**src/rtl/ifetch_unit.sv**
```systemverilog
// Instruction-fetch sequencer: issues one imem request per PC, registers the
// fetched word for decode, advances or redirects the PC and flags fetch faults.
module ifetch_unit #(
  parameter int unsigned RESET_WAIT  = 1,
  parameter bit          CHECK_ALIGN = 1
) (
  input  logic        CLK,
  input  logic        rst,
  input  logic [31:0] pc_cur,
  output logic        pc_wr,
  output logic [31:0] pc_next,
  output logic        imem_req,
  output logic [31:0] imem_addr,
  input  logic        imem_gnt,
  input  logic        imem_rvalid,
  input  logic [31:0] imem_rdata,
  input  logic        imem_err,
  input  logic        redirect_valid,
  input  logic [31:0] redirect_pc,
  input  logic        stall,
  output logic        if_valid,
  output logic [31:0] if_instr,
  output logic [31:0] if_pc,
  input  logic        if_ready,
  output logic        fetch_fault,
  output logic [31:0] fault_addr
);

  typedef enum logic [2:0] {
    S_IDLE,
    S_REQ,
    S_WAIT,
    S_HOLD,
    S_FAULT
  } state_e;

  localparam logic [3:0] WaitLast = 4'(RESET_WAIT - 1);

  state_e      state_q, state_d;
  logic [3:0]  cnt_q, cnt_d;
  logic        discard_q, discard_d;
  logic        if_valid_q, if_valid_d;
  logic [31:0] if_instr_q, if_instr_d;
  logic [31:0] if_pc_q, if_pc_d;
  logic        fault_q, fault_d;
  logic [31:0] fault_addr_q, fault_addr_d;

  logic misalign;
  logic redir;
  logic resp;
  logic good;
  logic bus_err;

  assign misalign = CHECK_ALIGN && (pc_cur[1:0] != 2'b00);
  assign redir    = redirect_valid && (state_q != S_IDLE);
  assign resp     = (state_q == S_WAIT) && imem_rvalid;
  assign good     = resp && !discard_q && !imem_err && !redir;
  assign bus_err  = resp && !discard_q && imem_err && !redir;

  always_ff @(posedge CLK) begin
    if (rst) begin
      state_q      <= S_IDLE;
      cnt_q        <= '0;
      discard_q    <= 1'b0;
      if_valid_q   <= 1'b0;
      if_instr_q   <= '0;
      if_pc_q      <= '0;
      fault_q      <= 1'b0;
      fault_addr_q <= '0;
    end else begin
      state_q      <= state_d;
      cnt_q        <= cnt_d;
      discard_q    <= discard_d;
      if_valid_q   <= if_valid_d;
      if_instr_q   <= if_instr_d;
      if_pc_q      <= if_pc_d;
      fault_q      <= fault_d;
      fault_addr_q <= fault_addr_d;
    end
  end

  always_comb begin
    state_d   = state_q;
    cnt_d     = cnt_q;
    discard_d = discard_q;
    unique case (state_q)
      S_IDLE: begin
        if (cnt_q == WaitLast) state_d = S_HOLD;
        else cnt_d = cnt_q + 4'd1;
      end
      S_HOLD: begin
        if (!stall && (!if_valid_q || if_ready)) state_d = S_REQ;
      end
      S_REQ: begin
        if (misalign) state_d = S_FAULT;
        else if (imem_gnt) state_d = S_WAIT;
      end
      S_WAIT: begin
        if (imem_rvalid) begin
          discard_d = 1'b0;
          state_d   = (!discard_q && imem_err) ? S_FAULT : S_HOLD;
        end
      end
      S_FAULT: state_d = S_FAULT;
      default: state_d = S_IDLE;
    endcase
    // redirect outranks everything else the current state wanted
    if (redir) begin
      unique case (state_q)
        S_WAIT: begin
          state_d   = imem_rvalid ? S_HOLD : S_WAIT;
          discard_d = !imem_rvalid;
        end
        S_REQ: begin
          state_d   = (imem_req && imem_gnt) ? S_WAIT : S_HOLD;
          discard_d = imem_req && imem_gnt;
        end
        default: state_d = S_HOLD;
      endcase
    end
  end

  always_comb begin
    imem_req  = 1'b0;
    imem_addr = '0;
    pc_wr     = 1'b0;
    pc_next   = '0;
    if (state_q == S_REQ && !misalign) begin
      imem_req  = 1'b1;
      imem_addr = pc_cur;
    end
    if (redir) begin
      pc_wr   = 1'b1;
      pc_next = redirect_pc;
    end else if (good) begin
      pc_wr   = 1'b1;
      pc_next = pc_cur + 32'd4;
    end
  end

  always_comb begin
    if_valid_d   = if_valid_q;
    if_instr_d   = if_instr_q;
    if_pc_d      = if_pc_q;
    fault_d      = fault_q;
    fault_addr_d = fault_addr_q;
    if (if_valid_q && if_ready) if_valid_d = 1'b0;
    if (good) begin
      if_valid_d = 1'b1;
      if_instr_d = imem_rdata;
      if_pc_d    = pc_cur;
    end
    if ((state_q == S_REQ && misalign && !redir) || bus_err) begin
      fault_d      = 1'b1;
      fault_addr_d = pc_cur;
    end
    if (redir) begin
      if_valid_d   = 1'b0;
      fault_d      = 1'b0;
      fault_addr_d = '0;
    end
  end

  assign if_valid    = if_valid_q;
  assign if_instr    = if_instr_q;
  assign if_pc       = if_pc_q;
  assign fetch_fault = fault_q;
  assign fault_addr  = fault_addr_q;

endmodule

```
**config.mk**
```make
export PLATFORM = sky130hd
export DESIGN_NAME = ifetch_unit
export DESIGN_NICKNAME = d
export VERILOG_FILES = /design/src/rtl/ifetch_unit.sv
export SDC_FILE = /design/constraint.sdc
export NUM_CORES = 1
export LEC_CHECK = 0
export ABC_AREA = 0
export CORE_ASPECT_RATIO = 1.25
export CORE_MARGIN = 2
export CORE_UTILIZATION = 36
export DETAILED_ROUTE_END_ITERATION = 10
export PLACE_DENSITY_LB_ADDON = 0.3
export SKIP_CTS_REPAIR_TIMING = 1
export SYNTH_ARGS = -nofsm -noshare
export SYNTH_HDL_FRONTEND = slang
export SYNTH_SLANG_ARGS = --single-unit
```
**constraint.sdc**
```tcl
create_clock -name CLK -period 2.35 [get_ports CLK]
set_input_delay 0.47 -clock CLK [delete_from_list [all_inputs] [get_ports CLK]]
set_output_delay 0.47 -clock CLK [all_outputs]
set_load 0.01 [all_outputs]
```
==> flow_summary.json <==
{
  "status": "finished with violations",
  "violations": "setup timing",
  "ctsRootBufferMaster": "clkbuf_16",
  "critPathSlowestCell": "or3_4",
  "cts.sinks": 106,
  "drt_iter0_drc": 263,
  "design_area_mm2": 0.00908,
  "clock_skew_ns": 0.0103,
  "clk_path_buf_depth": 2,
  "synth_edf_count": 0,
  "grt_start_max_net_pins": 46,
  "async_flop_share_pct": 0,
  "syn2layout_area_growth_pct": 78.3,
  "drt_pass1_iterations": 4,
  "rows": 48,
  "cp_max_fo": 13,
  "cp-start-kind": "flip-flop",
  "clkTransAtPathRegs_ns": 0.07,
  "routabilityCongestion": 0.865,
  "drt-total-wl_mm": 19.8,
  "synthCells": 693,
  "setup_viol": 58,
  "syn_area_mm2": 0.00509,
  "antenna_found_initial": 0,
  "overflow": 0,
  "hp-class": "flip-flop to flip-flop",
  "syn_area_per_cell_um2": 7.35,
  "placed_area_mm2": 0.00843,
  "place_inst": 1163,
  "ys_seq_area_share_pct": 41.7,
  "multi_input_area_mm2": 0.00293,
  "worstSetupPathType": "flip-flop to output port",
  "dieWidth_um": 110,
  "dr_total_vias": 5899,
  "final_common_cell": "nand2_1",
  "timing.critical_path.buf_inv": 2,
  "place_ws_ns": -0.965,
  "cts_tree": "built",
  "nFillCells": 1200,
  "power_leakage_nw": 3.65,
  "clock_latency_ns": 0.34,
  "pin_count": 268,
  "drive_gt1_share_pct": 24.8,
  "setup_slack_ns": -0.275,
  "dieHeight_um": 137,
  "rsz0062_at_grt": "true",
  "synthFlopType": "dfxtp_1",
  "cp_cell_sequence": "nand4bb_4 -> or3_4 -> buf_4 -> or2_4 -> o21ai_2 -> buf_2",
  "final_nets": 1123,
  "crit_path_end_kind": "output port",
  "drc_errors": 0,
  "port_buffers": 265,
  "yosysUniqueCellTypes": 51,
  "critical-path-top-delay-family": "simple AND/OR/NAND/NOR gates",
  "fin_crit_sh_pct": 112,
  "fin_crit_ns": 2.63,
  "antenna_left": 0,
  "ys_ff_latch": 106,
  "arrival_ns": 2.16,
  "max-slew-margin-rel_pct": 58.9,
  "insertedDiodeCount": 0,
  "seq_area_mm2": 0.00213,
  "initial_core_util_pct": 36.9,
  "maxCapViolations": 0,
  "cp_slowest_stage_delay_ns": 0.40,
  "wire_per_inst_um": 16.6,
  "cts_made_buffers": 9,
  "hold_viol_final": 0,
  "dp_hpwl_mm": 13.9,
  "h-tree-depth": 3,
  "grt_pass1_vias": 5354,
  "ir_drop_mv": 0.873,
  "drv_slew": 0,
  "track_usage_pct": 23.7,
  "routed_via_density": 4.94,
  "layoutNonFillerInstCount": 1195,
  "layout_common_cells": "238 x nand2_1, 185 x clkdlybuf4s50_1, 103 x a21oi_1, 103 x dfxtp_1, 79 x buf_4",
  "core_mm2": 0.0138,
  "grt_pass1_wl_mm": 27.4,
  "worstMarginPinSlew_ns": 0.617,
  "die_area_mm2": 0.0151,
  "power_density_mw_per_mm2": 658,
  "max_freq_ghz": 0.381,
  "cp.required_ns": 1.88,
  "yosys_warnings": 0
}
-- path summary, 6_finish.rpt --
path	start	to	slack, ns	cells past startpoint
worst max-delay path	state_q[2]	pc_next[21]	-0.28	6
worst min-delay path	fault_addr[19]	fault_addr[19]	0.45	2
worst max register to register	state_q[2]	if_instr[16]	0.12	8
worst min register to register	fault_addr[19]	fault_addr[19]	0.45	2
-- report_power, final --
part           total, W  leakage [nW]  internal, W  switching [W]
Combinational   0.00241          2.66      0.00123        0.00118
Clock           0.00152         0.134     0.000823       0.000692
Sequential      0.00205         0.859      0.00196      0.0000913
Total           0.00597          3.65      0.00401        0.00197
-- sequential cells by signal, indices dropped and copies added, names as in the netlist --
name,flops
fault_addr,32
if_instr,32
if_pc,32
cnt_q,4
state_q,3
discard_q,1
fetch_fault,1
if_valid,1
-- layout make-up --
type,instances,area share [%]
clock buffer,9,2.48
inverter,6,0.248
clock inverter,6,0.730
multi-input combinational,529,32.3
timing repair buffer,364,38.4
sequential,106,23.5
tap,175,2.41
-- synthesized netlist by cell type, types with 2 or more instances --
cell / n / area (um^2)
clkbuf_1: 32 / 120
xor2_1: 19 / 166
nor4_1: 4 / 25.0
nand3_1: 12 / 60.1
buf_4: 2 / 15.0
dfxtp_1: 106 / 2120
and2_1: 32 / 200
a21oi_1: 103 / 515
nor3_1: 4 / 20.0
buf_6: 6 / 67.6
nand2_1: 241 / 905
or3_1: 5 / 31.3
nand2b_1: 4 / 25.0
and4_1: 4 / 35.0
inv_1: 6 / 22.5
o31ai_1: 5 / 37.5
o21ai_0: 21 / 105
ha_1: 3 / 37.5
nor2_1: 16 / 60.1
and3_1: 4 / 25.0
o21ai_2: 4 / 35.0
xnor2_1: 12 / 105
nand4_1: 9 / 56.3
buf_2: 12 / 60.1
-- worst min-delay path, stage by stage, from the launching register on --
cell	delay, ns
dfxtp_1	0.31
nand2_1	0.05
a21oi_1	0.05
-- cell families (layout without fill, tap and decap cells) --
kind of cell / count (synthesis) / count (layout) / share of synthesized area (%)
fa+ha+maj: 3 / 3 / 0.737
mux: 2 / 2 / 0.418
compound gates: 144 / 144 / 15.4
simple gates: 346 / 347 / 30.5
other cells: 1 / 2 / 0.0737
flops: 106 / 106 / 41.7
buf+inv: 60 / 385 / 5.78
xor+xnor: 31 / 31 / 5.33
-- metrics by stage --
stage	TNS, ns	util (%)	hold slack, ns	total power, W
2_1_floorplan	-0.509	-	0.459	0.00307
3_3_place_gp	-44.02	61.0	0.437	0.00436
3_5_place_dp	-45.11	61.0	0.444	0.00439
4_1_cts	-41.32	63.1	0.453	0.00590
5_1_grt	-8.80	65.7	0.467	0.00629
6_report	-5.45	65.7	0.451	0.00597
-- routing by layer --
metal | routed length (um) | part of all wire, % | track usage [%] | up-vias
met1 | 7760 | 39 | 27.3 | 2746
met5 | 0 | 0 | 0 | -
met3 | 1120 | 5.7 | 3.48 | 31
met2 | 10500 | 53 | 42.9 | 205
met4 | 462 | 2.3 | 9.86 | 0
li1 | - | - | - | 2917
(Power assumes the default switching activity.)
